File: src/rtl/cordic_ci_ctrl.sv
// cordic_ci_ctrl: sequencer for the CORDIC custom instruction.
// The datapath order is unpacker -> sdiv -> iterative core -> packer.
// This block accepts one float32 operand through the Nios II multi-cycle
// handshake. It then steps through conversion, core init, the iteration loop
// and output packing, and returns the packed result with a one-cycle done pulse.
// It contains control logic only and no arithmetic.
//
// Ports
//   clk, reset   rising-edge clock, synchronous active-high reset
//   clk_en       advance when high; when low, all state and outputs freeze
//   start/dataa  request and float32 operand, sampled in IDLE only
//   done/result  one-cycle done pulse; result holds until the next capture
//   busy         high in every state except IDLE
//   op_data      latched operand that feeds the unpacker
//   init         one-cycle pulse: the core loads the sdiv output
//   iter_en      the core performs one iteration this cycle
//   iter_idx     iteration index (shift amount / atan LUT address)
//   pk_result    packer output, captured on the last PACK edge
module cordic_ci_ctrl #(
  parameter int CONV_LAT   = 1,
  parameter int ITERATIONS = 22,
  parameter int PACK_LAT   = 1,
  parameter int IDX_W      = 5
) (
  input  logic             clk,
  input  logic             reset,
  input  logic             clk_en,
  input  logic             start,
  input  logic [31:0]      dataa,
  output logic             done,
  output logic [31:0]      result,
  output logic             busy,
  output logic [31:0]      op_data,
  output logic             init,
  output logic             iter_en,
  output logic [IDX_W-1:0] iter_idx,
  input  logic [31:0]      pk_result
);

  // One counter is shared by CONV and PACK, so it is sized for the longer of the two.
  localparam int CNT_MAX = (CONV_LAT > PACK_LAT) ? CONV_LAT : PACK_LAT;
  localparam int CNT_W   = (CNT_MAX > 1) ? $clog2(CNT_MAX) : 1;

  typedef enum logic [2:0] {IDLE, CONV, INIT, ITER, PACK, DONE} state_t;

  state_t           state, state_n;
  logic [CNT_W-1:0] cnt, cnt_n;
  logic [IDX_W-1:0] idx_n;
  logic [31:0]      op_n, res_n;

  always_ff @(posedge clk) begin
    if (reset) begin
      state    <= IDLE;
      cnt      <= '0;
      iter_idx <= '0;
      op_data  <= '0;
      result   <= '0;
    end else if (clk_en) begin
      state    <= state_n;
      cnt      <= cnt_n;
      iter_idx <= idx_n;
      op_data  <= op_n;
      result   <= res_n;
    end
  end

  always_comb begin
    state_n = state;
    cnt_n   = cnt;
    idx_n   = iter_idx;
    op_n    = op_data;
    res_n   = result;
    unique case (state)
      IDLE: if (start) begin
        op_n    = dataa;
        cnt_n   = '0;
        state_n = CONV;
      end
      CONV: if (cnt == CNT_W'(CONV_LAT - 1)) begin
        cnt_n   = '0;
        state_n = INIT;
      end else begin
        cnt_n = cnt + CNT_W'(1);
      end
      INIT: begin
        idx_n   = '0;
        state_n = ITER;
      end
      // The index stops at the last iteration and is cleared on the way out, so it never wraps.
      ITER: if (iter_idx == IDX_W'(ITERATIONS - 1)) begin
        idx_n   = '0;
        cnt_n   = '0;
        state_n = PACK;
      end else begin
        idx_n = iter_idx + IDX_W'(1);
      end
      PACK: if (cnt == CNT_W'(PACK_LAT - 1)) begin
        res_n   = pk_result;
        state_n = DONE;
      end else begin
        cnt_n = cnt + CNT_W'(1);
      end
      DONE:    state_n = IDLE;
      default: state_n = IDLE;
    endcase
  end

  // Outputs are decoded from the state register only, so inputs have no combinational path to them.
  // Freezing the state under clk_en=0 therefore also holds every output.
  assign busy    = (state != IDLE);
  assign init    = (state == INIT);
  assign iter_en = (state == ITER);
  assign done    = (state == DONE);

endmodule
File: config.mk
export PLATFORM = sky130hd
export DESIGN_NAME = cordic_ci_ctrl
export DESIGN_NICKNAME = d
export VERILOG_FILES = /design/src/rtl/cordic_ci_ctrl.sv
export SDC_FILE = /design/constraint.sdc
export NUM_CORES = 1
export LEC_CHECK = 0
export BUFFER_PORTS_ARGS = -buffer_cell sky130_fd_sc_hd__buf_4
export CAP_MARGIN = 20
export CORE_ASPECT_RATIO = 1.5
export CORE_MARGIN = 1.5
export CORE_UTILIZATION = 25
export CTS_BUF_LIST = sky130_fd_sc_hd__clkbuf_8
export CTS_CLUSTER_SIZE = 8
export DETAILED_ROUTE_END_ITERATION = 7
export GPL_TIMING_DRIVEN = 0
export PLACE_DENSITY_LB_ADDON = 0.05
export SLEW_MARGIN = 20
export SYNTH_ARGS = -nofsm -noshare
export SYNTH_HDL_FRONTEND = slang
export SYNTH_SLANG_ARGS = --single-unit
File: constraint.sdc
create_clock -name clk -period 2.5 [get_ports clk]
set_input_delay 0.5 -clock clk [delete_from_list [all_inputs] [get_ports clk]]
set_output_delay 0.5 -clock clk [all_outputs]
set_load 0.01 [all_outputs]
# Yosys cells after proc, flatten, opt, wreduce, memory -nomap -nowiden
# Cells that the tools add are included.
[classes]
addsub = 2
eq_ne = 10
n_mux = 11
n_bitwise = 1
n_reduce_logical = 10
[ops]
columns = ["operator", "n"]
rows = [
  ["$pmux W3 S5", 1],
  ["$mux W3", 4],
  ["$pmux W5 S2", 1],
  ["$eq A3 B2 Y1 const B", 2],
  ["$eq A3 B3 Y1 const B", 2],
  ["$ne A2 B2 Y1 const B", 3],
  ["$reduce_and A3 Y1", 2],
  ["$reduce_bool A3 Y1", 2],
  ["$add A5 B1 Y5 const B", 1],
  ["$eq A5 B5 Y1 const B", 1],
  ["$mux W5", 1],
  ["$reduce_and A5 Y1", 1],
  ["$reduce_and A4 Y1", 1],
  ["$eq A3 B1 Y1 const B", 1],
  ["$logic_not A3 Y1", 1],
  ["$mux W1", 3],
  ["$pmux W1 S3", 1],
  ["$ne A2 B1 Y1 const B", 1],
  ["$reduce_and A2 Y1", 1],
  ["$reduce_bool A2 Y1", 1],
  ["$reduce_or A2 Y1", 1],
  ["$add A1 B1 Y1 const B", 1],
  ["$not A1 Y1", 1],
]
[word_totals]
regBits = 73
in_bits = 68
output_inout_bits = 73
elab_cells = 39

# Longest topological paths before layout
[depth]
depth_word = 4
ltp_mapped = 6
ltp_nobuf = 5

# Worst setup path after synthesis
# OpenSTA, ideal clock, no wires.
[synth_timing]
path_kind = "reg2out"
from = "register state[1]"
to = "output port init"
arrival_time_ns = 1.035
t_required_ns = 2.000
setup_slack_ns = 0.965
path_stages_with_launch = 3
path_buffers = 1
path_cell_list = "dfxtp_1 clkbuf_1 nor3b_1"
[synth_via]
elab_chain_len = 1
[synth_lines]
columns = ["item", "line", "rtl"]
rows = [
  ["start, declared", "46", "state_t state, state_n;"],
  ["start signal, assigned", "59", "state <= state_n;"],
  ["$eq A3 B2 Y1", "111", "assign init = (state == INIT);"],
  ["end, declared", "34", "output logic init,"],
]
# Every way passes these cells.

# Final worst setup path
# Same ends and word-level chain as after synthesis.

==> qor_table.md <==
| Item | This run |
| --- | --- |
| Setup repair after global routing missed its margin | no |
| Clk Latency, worst-skew pair | 0.35 ns |
| Layout Area Growth over Synthesis | 50.9% |
| Simple-Gate Fraction of Synth Area | 21.9% |
| Share of the synthesized netlist area taken by xor and xnor gates | 0% |
| Cell area after layout | 0.00430 mm2 |
| Starting utilization of the core area | 25.8% |
| Tightest Pin Transition | 0.589 ns |
| List of cells traversed by the critical path | clkbuf_1, nor3b_1, buf_4 |
| Register clock-pin slew on the reported worst setup and hold paths | 0.08 ns |
| Dominant combinational cell family by area after synthesis | simple AND/OR/NAND/NOR gates |
| Hold-fix buffers, CTS | 0 |
| Final period utilization | 82.6% |
| Antenna violations before repair | 0 |
| Maximum capacitance violations | 0 |
| Worst slew margin relative to its limit | 60.7% |
| Data arrival at the endpoint of the critical path | 1.56 ns |
| Die outline width | 90.2 um |
| Slowest stage delay, CP | 0.49 ns |
| Type of the tightest min-delay check | input pin to register |
| Global route overflow | 0 |
| Clock tree from TritonCTS | yes |
| Global-route wire length before repair | 14,100 um |
| Nets | 565 |
| Setup ws final | 0.436 ns |
| Share of cells above drive strength 1 | 34.8% |
| Die outline height | 134 um |
| Cell type contributing the most total cell area after synthesis | sky130_fd_sc_hd__dfxtp_1 |
| Root Buffer | sky130_fd_sc_hd__clkbuf_8 |
| Syn avg cell area | 8.24 um2 |
| Maximum number of pins on one net before global-route repair | 13 |
| Row count | 47 |
| Worst setup SP type | register |
| Smallest hold slack | 0.393 ns |
| Reported leakage power | 1.75 nW |
| Top cells by area in the synthesized netlist | sky130_fd_sc_hd__dfxtp_1 (51%), sky130_fd_sc_hd__a21oi_1 (12%), sky130_fd_sc_hd__nand2_1 (9.3%) |
| Seq cells post-synth | 72 |
| Cell with the most instances after synthesis | sky130_fd_sc_hd__dfxtp_1 |
| Clock sinks | 72 |
| Number of library cell types mapped by synthesis | 31 |
| Maximum clock rate | 484 MHz |
| Count of filler cells inserted in the layout | 1,189 |
| Total number of yosys warnings | 0 |
| First DRT Iteration DRCs | 125 |
| Proportion of register bits with asynchronous set or reset after synthesis | 0% |
| Vias per cell | 4.55 |
| Critical path's slowest cell | sky130_fd_sc_hd__dfxtp_1 |
| Post-route insts no fill | 647 |
| Post-synth top flop | sky130_fd_sc_hd__dfxtp_1 |
| Gpl congestion | 0.758 |
| Complex-gate fraction of the synthesized area | 20.4% |
| Instance count of the mapped netlist | 346 |
| Worst Setup Slack post-DPL | 0.670 ns |
| Total clock buffers created by CTS | 9 |
| Antenna cells | 0 |
| Final Hold Vio Count | 0 |
| Gr usage total | 14.6% |
| Number of global-route vias before repair | 2,794 |
| Worst-case vdd ir drop | 0.304 mV |
| Detail Route Antenna Nets | 0 |
| Top cell type's share of synthesized area | 50.5% |
| Port buffer count | 138 |
| Status | completed |
| Area of placed instances | 0.00407 mm2 |
| Total die area | 0.0121 mm2 |
| Post-synthesis mux area share | 0% |
| Number of enable-type register cells in the synthesized netlist | 0 |
| Required time of the critical path | 2.00 ns |
| Routed via count | 2,946 |
| CORE AREA | 0.0111 mm2 |
| Number of H-tree levels | 3 |
| Final routed wirelength across all metal layers | 8870 um |
| IO Pins | 141 |
| Total iterations of the first detailed-routing run | 4 |
| Wire length per cell | 13.7 um |
| Most common library cells after synthesis | sky130_fd_sc_hd__dfxtp_1 (72), sky130_fd_sc_hd__nand2_1 (71), sky130_fd_sc_hd__a21oi_1 (69) |
| Adder-cell share of the synthesized area | 0.878% |
| Sort of element at the end of the critical path | primary output |
| Detailed-placement wirelength estimate | 6510 um |
| Class of the most critical setup path | register to primary output |
| Worst-path maximum fanout | 10 |
| Setup violators final | 0 |
| Largest buffer count on any clock path | 2 |
| Slew Limit Fails | 0 |
| DRC errors left | 0 |
| Resized Gates After CTS | 0 |
| Cell area after technology mapping | 0.00285 mm2 |
| Worst Reg-to-Reg Cells | 5 |
| Net Count, Synth | 416 |
| Total Neg Setup Slack | 0 ns |
| WHS Path Cells | 3 |
| Number of placed instances with taps included | 631 |
| Pwr per Cell Area | 590 mW/mm2 |
| Setup bufs post-CTS | 0 |
| Clock Skews | 0.0111 ns |
| Sequential area share after synthesis | 50.5% |
| Fin crit period | 2.06 ns |
[cells in the final DEF (no fill, tap or decap), types with 2 or more instances in the layout]
master | Yosys | layout
sky130_fd_sc_hd__dfxtp_1 | 72 | 72
sky130_fd_sc_hd__nand3_1 | 36 | 36
sky130_fd_sc_hd__a311oi_1 | 3 | 3
sky130_fd_sc_hd__o21ai_1 | 28 | 28
sky130_fd_sc_hd__a21oi_1 | 69 | 69
sky130_fd_sc_hd__o21ai_2 | 2 | 2
sky130_fd_sc_hd__clkbuf_2 | 2 | 2
sky130_fd_sc_hd__buf_2 | 10 | 10
sky130_fd_sc_hd__buf_4 | 0 | 138
sky130_fd_sc_hd__buf_6 | 4 | 4
sky130_fd_sc_hd__o21ai_0 | 3 | 3
sky130_fd_sc_hd__nand2_1 | 71 | 71
sky130_fd_sc_hd__nand3b_1 | 4 | 4
sky130_fd_sc_hd__clkbuf_8 | 0 | 11
sky130_fd_sc_hd__a31oi_1 | 2 | 2
sky130_fd_sc_hd__buf_1 | 2 | 2
sky130_fd_sc_hd__clkbuf_1 | 16 | 16
sky130_fd_sc_hd__and3b_1 | 2 | 2
sky130_fd_sc_hd__nand4bb_1 | 2 | 2
sky130_fd_sc_hd__bufinv_16 | 0 | 2
sky130_fd_sc_hd__nand4b_1 | 2 | 2
sky130_fd_sc_hd__ha_1 | 2 | 2
sky130_fd_sc_hd__inv_1 | 2 | 3
sky130_fd_sc_hd__or3_1 | 2 | 2
[flip-flops by register name (all words and copies together), names as in the netlist]
name / cells
state: 3
result: 32
iter_idx: 5
op_data: 32
[power by group]
| part | leakage (nW) | total [mW] | switching, mW | internal [mW] |
|---|---|---|---|---|
| clock | 0.117 | 1.05 | 0.437 | 0.615 |
| sequential | 0.583 | 1.19 | 0.0156 | 1.17 |
| combinational | 1.05 | 0.299 | 0.147 | 0.151 |
| total | 1.75 | 2.54 | 0.600 | 1.94 |
[critical path: cells and delay by family (launching register included)]
kind / cells / cell delay [ns]
AND/OR/NAND/NOR: 1 / 0.23
buffers and inverters: 2 / 0.49
flip-flops: 1 / 0.49
[stage by stage]
stage / util, % / total power [mW]
after global placement: 36.8 / 1.52
after detailed placement: 36.8 / 1.52
after global routing: 38.9 / 2.66
after CTS: 38.9 / 2.59
final: 38.9 / 2.54
after floorplan: - / 1.35
[logic make-up after synthesis]
logic type      Yosys count
compound gates          110
fa+ha+maj                 2
buf+inv                  36
flops                    72
simple gates            126
[layer usage]
layer  track usage (%)  vias up  routed length, um
li1                  -     1500                  -
met1              17.4     1343               3860
met2              24.5       93               4370
met3              3.12       10                471
met4              7.67        0                165
met5                 0        -                  0
[cell type report]
type	count	area [um2]	share of cell area (%)
plain buffers	34	173	4.01
clock buffers	11	151	3.52
clock inverters	5	80.1	1.86
inverters	2	7.51	0.174
multi-input cells	238	1230	28.6
flip-flops and latches	72	1440	33.5
well taps	147	184	4.27
repair buffers	138	1040	24.1
[path summary, 6_finish.rpt]
path | start | to | slack, ns
setup / recovery | state[1] | init | 0.44
hold / removal | pk_result[7] | result[7] | 0.39
setup reg to reg | state[0] | op_data[1] | 0.97
hold reg to reg | result[27] | result[27] | 0.46
Note: power is estimated with default switching activity, not from simulation.
